File: src/rtl/uart_pkg.sv
// Shared UART definitions: FSM state encoding and default bit timing.
// Used by both the receive and transmit blocks.
`timescale 1ns/1ps
package uart_pkg;

    typedef enum logic [2:0] {
        ST_IDLE,
        ST_START,
        ST_DATA,
        ST_PARITY,
        ST_STOP,
        ST_BREAK
    } uart_state_e;

    localparam int CLKS_PER_BIT_DFLT = 104;
    localparam int HALF              = CLKS_PER_BIT_DFLT / 2;
    localparam int CNT_W             = $clog2(CLKS_PER_BIT_DFLT);

endpackage

File: src/rtl/sync2.sv
// Two-flop synchroniser for a single asynchronous input.
// The reset value is a parameter so an idle-high line resets to 1.
`timescale 1ns/1ps
module sync2 #(
    parameter logic RST_VAL = 1'b1
) (
    input  logic i_clk,
    input  logic i_rst,
    input  logic i_d,
    output logic o_q
);

    logic [1:0] r_sync;

    // NOTE: clocked state always uses non-blocking assignment so both flops
    // sample the pre-edge values and the chain really is two stages deep.
    always_ff @(posedge i_clk) begin
        if (i_rst) begin
            r_sync <= {2{RST_VAL}};
        end else begin
            r_sync <= {r_sync[0], i_d};
        end
    end

    assign o_q = r_sync[1];

endmodule

File: src/rtl/uart_rx.sv
// UART receiver: 8N1 by default, 8E1 with o_perr when UART_RX_PARITY_EN is defined.
// Start-bit glitch rejection, framing-error strobe and a BREAK state for a held-low line.
`timescale 1ns/1ps
module uart_rx
    import uart_pkg::*;
#(
    parameter int CLKS_PER_BIT = CLKS_PER_BIT_DFLT,
    parameter int DATA_BITS    = 8
) (
    input  logic                 i_clk,
    input  logic                 i_rst,
    input  logic                 i_rx,
    output logic [DATA_BITS-1:0] o_data,
    output logic                 o_valid,
    output logic                 o_ferr,
    output logic                 o_busy
`ifdef UART_RX_PARITY_EN
    ,
    output logic                 o_perr
`endif
);

    localparam int CW = $clog2(CLKS_PER_BIT);
    localparam int BW = (DATA_BITS > 1) ? $clog2(DATA_BITS) : 1;
    localparam logic [CW-1:0] C_HALF = CW'(CLKS_PER_BIT / 2);
    localparam logic [CW-1:0] C_LAST = CW'(CLKS_PER_BIT - 1);
    localparam logic [BW-1:0] B_LAST = BW'(DATA_BITS - 1);

    logic                 w_rx_s;
    uart_state_e          r_state;
    logic [CW-1:0]        r_cnt;
    logic [BW-1:0]        r_bit_idx;
    logic [DATA_BITS-1:0] r_shreg;
    logic [DATA_BITS-1:0] r_data;
    logic                 r_valid;
    logic                 r_ferr;
    logic                 r_busy;
`ifdef UART_RX_PARITY_EN
    logic                 r_par;
    logic                 r_perr;
    logic                 w_par_err;

    // Even parity: data bits plus parity bit must have an even number of ones.
    assign w_par_err = ^{r_shreg, r_par};
`endif

    sync2 #(
        .RST_VAL (1'b1)
    ) u_sync (
        .i_clk (i_clk),
        .i_rst (i_rst),
        .i_d   (i_rx),
        .o_q   (w_rx_s)
    );

    always_ff @(posedge i_clk) begin
        if (i_rst) begin
            r_state   <= ST_IDLE;
            r_cnt     <= '0;
            r_bit_idx <= '0;
            r_shreg   <= '0;
            r_data    <= '0;
            r_valid   <= 1'b0;
            r_ferr    <= 1'b0;
            r_busy    <= 1'b0;
`ifdef UART_RX_PARITY_EN
            r_par     <= 1'b0;
            r_perr    <= 1'b0;
`endif
        end else begin
            r_valid <= 1'b0;
            r_ferr  <= 1'b0;
`ifdef UART_RX_PARITY_EN
            r_perr  <= 1'b0;
`endif
            r_cnt   <= (r_cnt == C_LAST) ? '0 : r_cnt + 1'b1;

            case (r_state)
                ST_IDLE: begin
                    r_cnt <= '0;
                    if (!w_rx_s) begin
                        r_state <= ST_START;
                        r_busy  <= 1'b1;
                    end
                end

                // Confirm the start bit at its centre; a short low pulse is a glitch.
                ST_START: begin
                    if (r_cnt == C_HALF) begin
                        r_cnt <= '0;
                        if (!w_rx_s) begin
                            r_state   <= ST_DATA;
                            r_bit_idx <= '0;
                        end else begin
                            r_state <= ST_IDLE;
                            r_busy  <= 1'b0;
                        end
                    end
                end

                ST_DATA: begin
                    if (r_cnt == C_LAST) begin
                        r_shreg   <= {w_rx_s, r_shreg[DATA_BITS-1:1]};
                        r_bit_idx <= r_bit_idx + 1'b1;
                        if (r_bit_idx == B_LAST) begin
`ifdef UART_RX_PARITY_EN
                            r_state <= ST_PARITY;
`else
                            r_state <= ST_STOP;
`endif
                        end
                    end
                end

`ifdef UART_RX_PARITY_EN
                ST_PARITY: begin
                    if (r_cnt == C_LAST) begin
                        r_par   <= w_rx_s;
                        r_state <= ST_STOP;
                    end
                end
`endif

                // A low stop bit wins over a parity mismatch.
                ST_STOP: begin
                    if (r_cnt == C_LAST) begin
                        if (w_rx_s) begin
                            r_state <= ST_IDLE;
                            r_busy  <= 1'b0;
`ifdef UART_RX_PARITY_EN
                            if (w_par_err) begin
                                r_perr <= 1'b1;
                            end else begin
                                r_data  <= r_shreg;
                                r_valid <= 1'b1;
                            end
`else
                            r_data  <= r_shreg;
                            r_valid <= 1'b1;
`endif
                        end else begin
                            r_ferr  <= 1'b1;
                            r_state <= ST_BREAK;
                        end
                    end
                end

                ST_BREAK: begin
                    if (w_rx_s) begin
                        r_state <= ST_IDLE;
                        r_busy  <= 1'b0;
                    end
                end

                default: begin
                    r_state <= ST_IDLE;
                    r_busy  <= 1'b0;
                end
            endcase
        end
    end

    assign o_data  = r_data;
    assign o_valid = r_valid;
    assign o_ferr  = r_ferr;
    assign o_busy  = r_busy;
`ifdef UART_RX_PARITY_EN
    assign o_perr  = r_perr;
`endif

endmodule

File: config.mk
export PLATFORM = sky130hd
export DESIGN_NAME = uart_rx
export DESIGN_NICKNAME = d
export VERILOG_FILES = /design/src/rtl/uart_pkg.sv /design/src/rtl/sync2.sv /design/src/rtl/uart_rx.sv
export SDC_FILE = /design/constraint.sdc
export NUM_CORES = 1
export LEC_CHECK = 0
export ABC_AREA = 1
export BUFFER_PORTS_ARGS = -buffer_cell sky130_fd_sc_hd__buf_2
export CAP_MARGIN = 10
export CORE_ASPECT_RATIO = 0.8
export CORE_MARGIN = 2
export CORE_UTILIZATION = 55
export DETAILED_ROUTE_END_ITERATION = 7
export PLACE_DENSITY_LB_ADDON = 0.1
export SYNTH_ARGS = -nofsm -noshare
export SYNTH_HDL_FRONTEND = slang
export SYNTH_HIERARCHICAL = 1
export SYNTH_SLANG_ARGS = --single-unit
export TNS_END_PERCENT = 50
File: constraint.sdc
create_clock -name i_clk -period 3.2 [get_ports i_clk]
set_input_delay 0.48 -clock i_clk [delete_from_list [all_inputs] [get_ports i_clk]]
set_output_delay 0.48 -clock i_clk [all_outputs]
set_load 0.02 [all_outputs]
==> out/qor.txt <==
Vias per std cell - 5.06
Grt total ovfl - 0
Period utilisation layout - 56.0%
Max Fclk - 558 MHz
CP Launch Type - flip-flop
Post-synthesis cell count - 203
RSZ-0062 raised after global routing - no
WP data arrival - 2.02 ns
Max-slew violation count - 0
Final core occ - 65.1%
WL/cell - 11.2 microns
Residual DRC count - 0
Syn nets - 210
Largest net degree at the start of global routing - 24
Seq cells post-synth - 34
Minimum clock period - 1.79 ns
Total wire length - 2870 microns
Dpl hpwl - 2130 microns
Endpoints failing setup - 0
Max-cap viol count - 0
TNS Setup - 0 ns
Final Hold Viols - 0
Die X - 62.2 microns
Number of top-level pins - 14
Clk sink count - 34
Initial DRC Count - 64
CP endpoint kind - flip-flop
Area grow syn2layout - 9.14%
Routed via count - 1296
Commonest cells after routing, fill and taps aside - nor2_1 (40), dfxtp_1 (34), inv_1 (27), nand2_1 (27), o21ai_0 (17)
Starting Density - 59.6%
Total track usage - 21.6%
Max IR drop VDD - 0.386 mV
Core Rows - 16
Port Buffers - 13
Vias in the first global route - 1168
Critical path type - reg -> reg
Worst slew pin tran - 0.575 ns
Clk_skew - 0.0115 ns
YS warnings - 6
Clk Latency, worst-skew pair - 0.35 ns
LEAKAGE - 0.724 nW
R2r startpoint - r_cnt[0]$_SDFF_PP0_
CTS clk-pin slew, worst paths - 0.10 ns
Initial antenna violation count - 0
Setup bufs post-CTS - 0
CTS tree - done
CP startpoint - r_cnt[0]$_SDFF_PP0_
Share of post-route cells with drive strength above 1 - 12.7%
Worst hold start - i_rx
Nets - 227
Antenna cell count - 0
Core area - 2500 sq um
Hold-fix buffers at CTS - 0
Mapped Area - 1490 sq um
Die area - 3150 sq um
Synth unique cells - 23
Seq/Total Area, Yosys - 45.6%
Commonest non-fill, non-tap cell in the layout - nor2_1
Hold crit path type - in -> reg
Gpl congestion - 0.832
CTS resizes - 0
H-tree Lvls - 2
Tot Pwr - 0.948 mW
Root Buffer - clkbuf_4
Die height - 50.6 microns
Iteration count of the initial detailed-routing pass - 4
Hold slack final - 0.308 ns
CP Max Fanout - 17
Req. time, crit path - 3.43 ns
PD cells - 582 nW/um^2
First-pass GRT wire length - 5150 microns
Worst-case clock buffer depth - 2
Slew headroom - 61.7%
Cts bufs inserted - 5
Status - completed
Antenna Violating Nets Remaining - 0
Synthesized area per cell - 7.35 sq um
logic make-up after synthesis:
| kind of cell | Yosys count | share of synthesized area [%] |
|---|---|---|
| adders and majority gates | 4 | 3.36 |
| and+or+nand+nor | 93 | 27.4 |
| DFF | 34 | 45.6 |
| xor gates and xnor gates | 5 | 2.94 |
| buffers and inverters | 33 | 8.81 |
| AOI/OAI and AO/OA | 34 | 11.8 |
metal layers:
| metal | GRT usage (%) | part of all wire (%) | vias to the layer above |
|---|---|---|---|
| li1 | - | - | 677 |
| met1 | 29.4 | 50 | 578 |
| met2 | 31.2 | 41 | 33 |
| met3 | 5.61 | 6.7 | 8 |
| met4 | 12.2 | 2.5 | 0 |
| met5 | 0 | 0 | - |
path summary, 6_finish.rpt:
| check | end | slack [ns] | cells past startpoint |
|---|---|---|---|
| setup / recovery | o_data[1]$_SDFFE_PP0P_ | 1.41 | 6 |
| hold / removal | u_sync/r_sync[0]$_SDFF_PP1_ | 0.31 | 3 |
| setup reg to reg | o_data[1]$_SDFFE_PP0P_ | 1.41 | 6 |
| hold reg to reg | u_sync/r_sync[1]$_SDFF_PP1_ | 0.42 | 2 |
where the power goes:
group	internal, mW	leakage, nW	switching (mW)
registers	0.450	0.275	0.0302
clock network	0.0827	0.0254	0.137
logic	0.0833	0.423	0.166
synth_stat cells (all sizes together):
cell type	n	area share [%]
nand2	27	6.8
dfxtp	34	46
ha	4	3.4
nand3	16	5.4
xnor2	2	1.2
nor3	2	1.0
buf	1	0.75
a21oi	15	5.0
xor2	3	1.8
inv	30	7.6
o21ai	18	6.3
nor2	44	12
clkbuf	2	0.50
o211ai	1	0.50
nand4	2	1.3
nor4	1	0.42
nand3b	1	0.50
through the flow:
step / setup WS (ns) / cell area (sq um) / cells
2_1_floorplan: 1.79 / 1490 / 203
3_3_place_gp: 1.58 / 1580 / 249
3_5_place_dp: 1.45 / 1580 / 249
4_1_cts: 1.42 / 1630 / 256
5_1_grt: 1.24 / 1630 / 256
6_report: 1.41 / 1630 / 256
critical path: stages (launching register included):
cell and delay [ns]:
dfxtp_1 0.40, ha_1 0.25, nand3_1 0.11, nor2_2 0.20, nand4_2 0.33, o21ai_0 0.31, a21oi_1 0.06
sequential cells by signal (all words and copies together) (netlist names):
| name | count |
|---|---|
| r_shreg | 8 |
| u_sync/r_sync | 2 |
| r_state | 3 |
| r_cnt | 7 |
| o_busy | 1 |
| o_ferr | 1 |
| o_valid | 1 |
| r_bit_idx | 3 |
| o_data | 8 |
area by class of cell:
class,count,area [sq um]
Clock buffer,7,45.0
Multi-Input combinational cell,136,679
Sequential cell,34,681
Timing Repair Buffer,13,65.1
Inverter,30,113
Tap cell,36,45.0
Fill cell,232,875
Note: power is estimated with default switching activity, not from simulation.
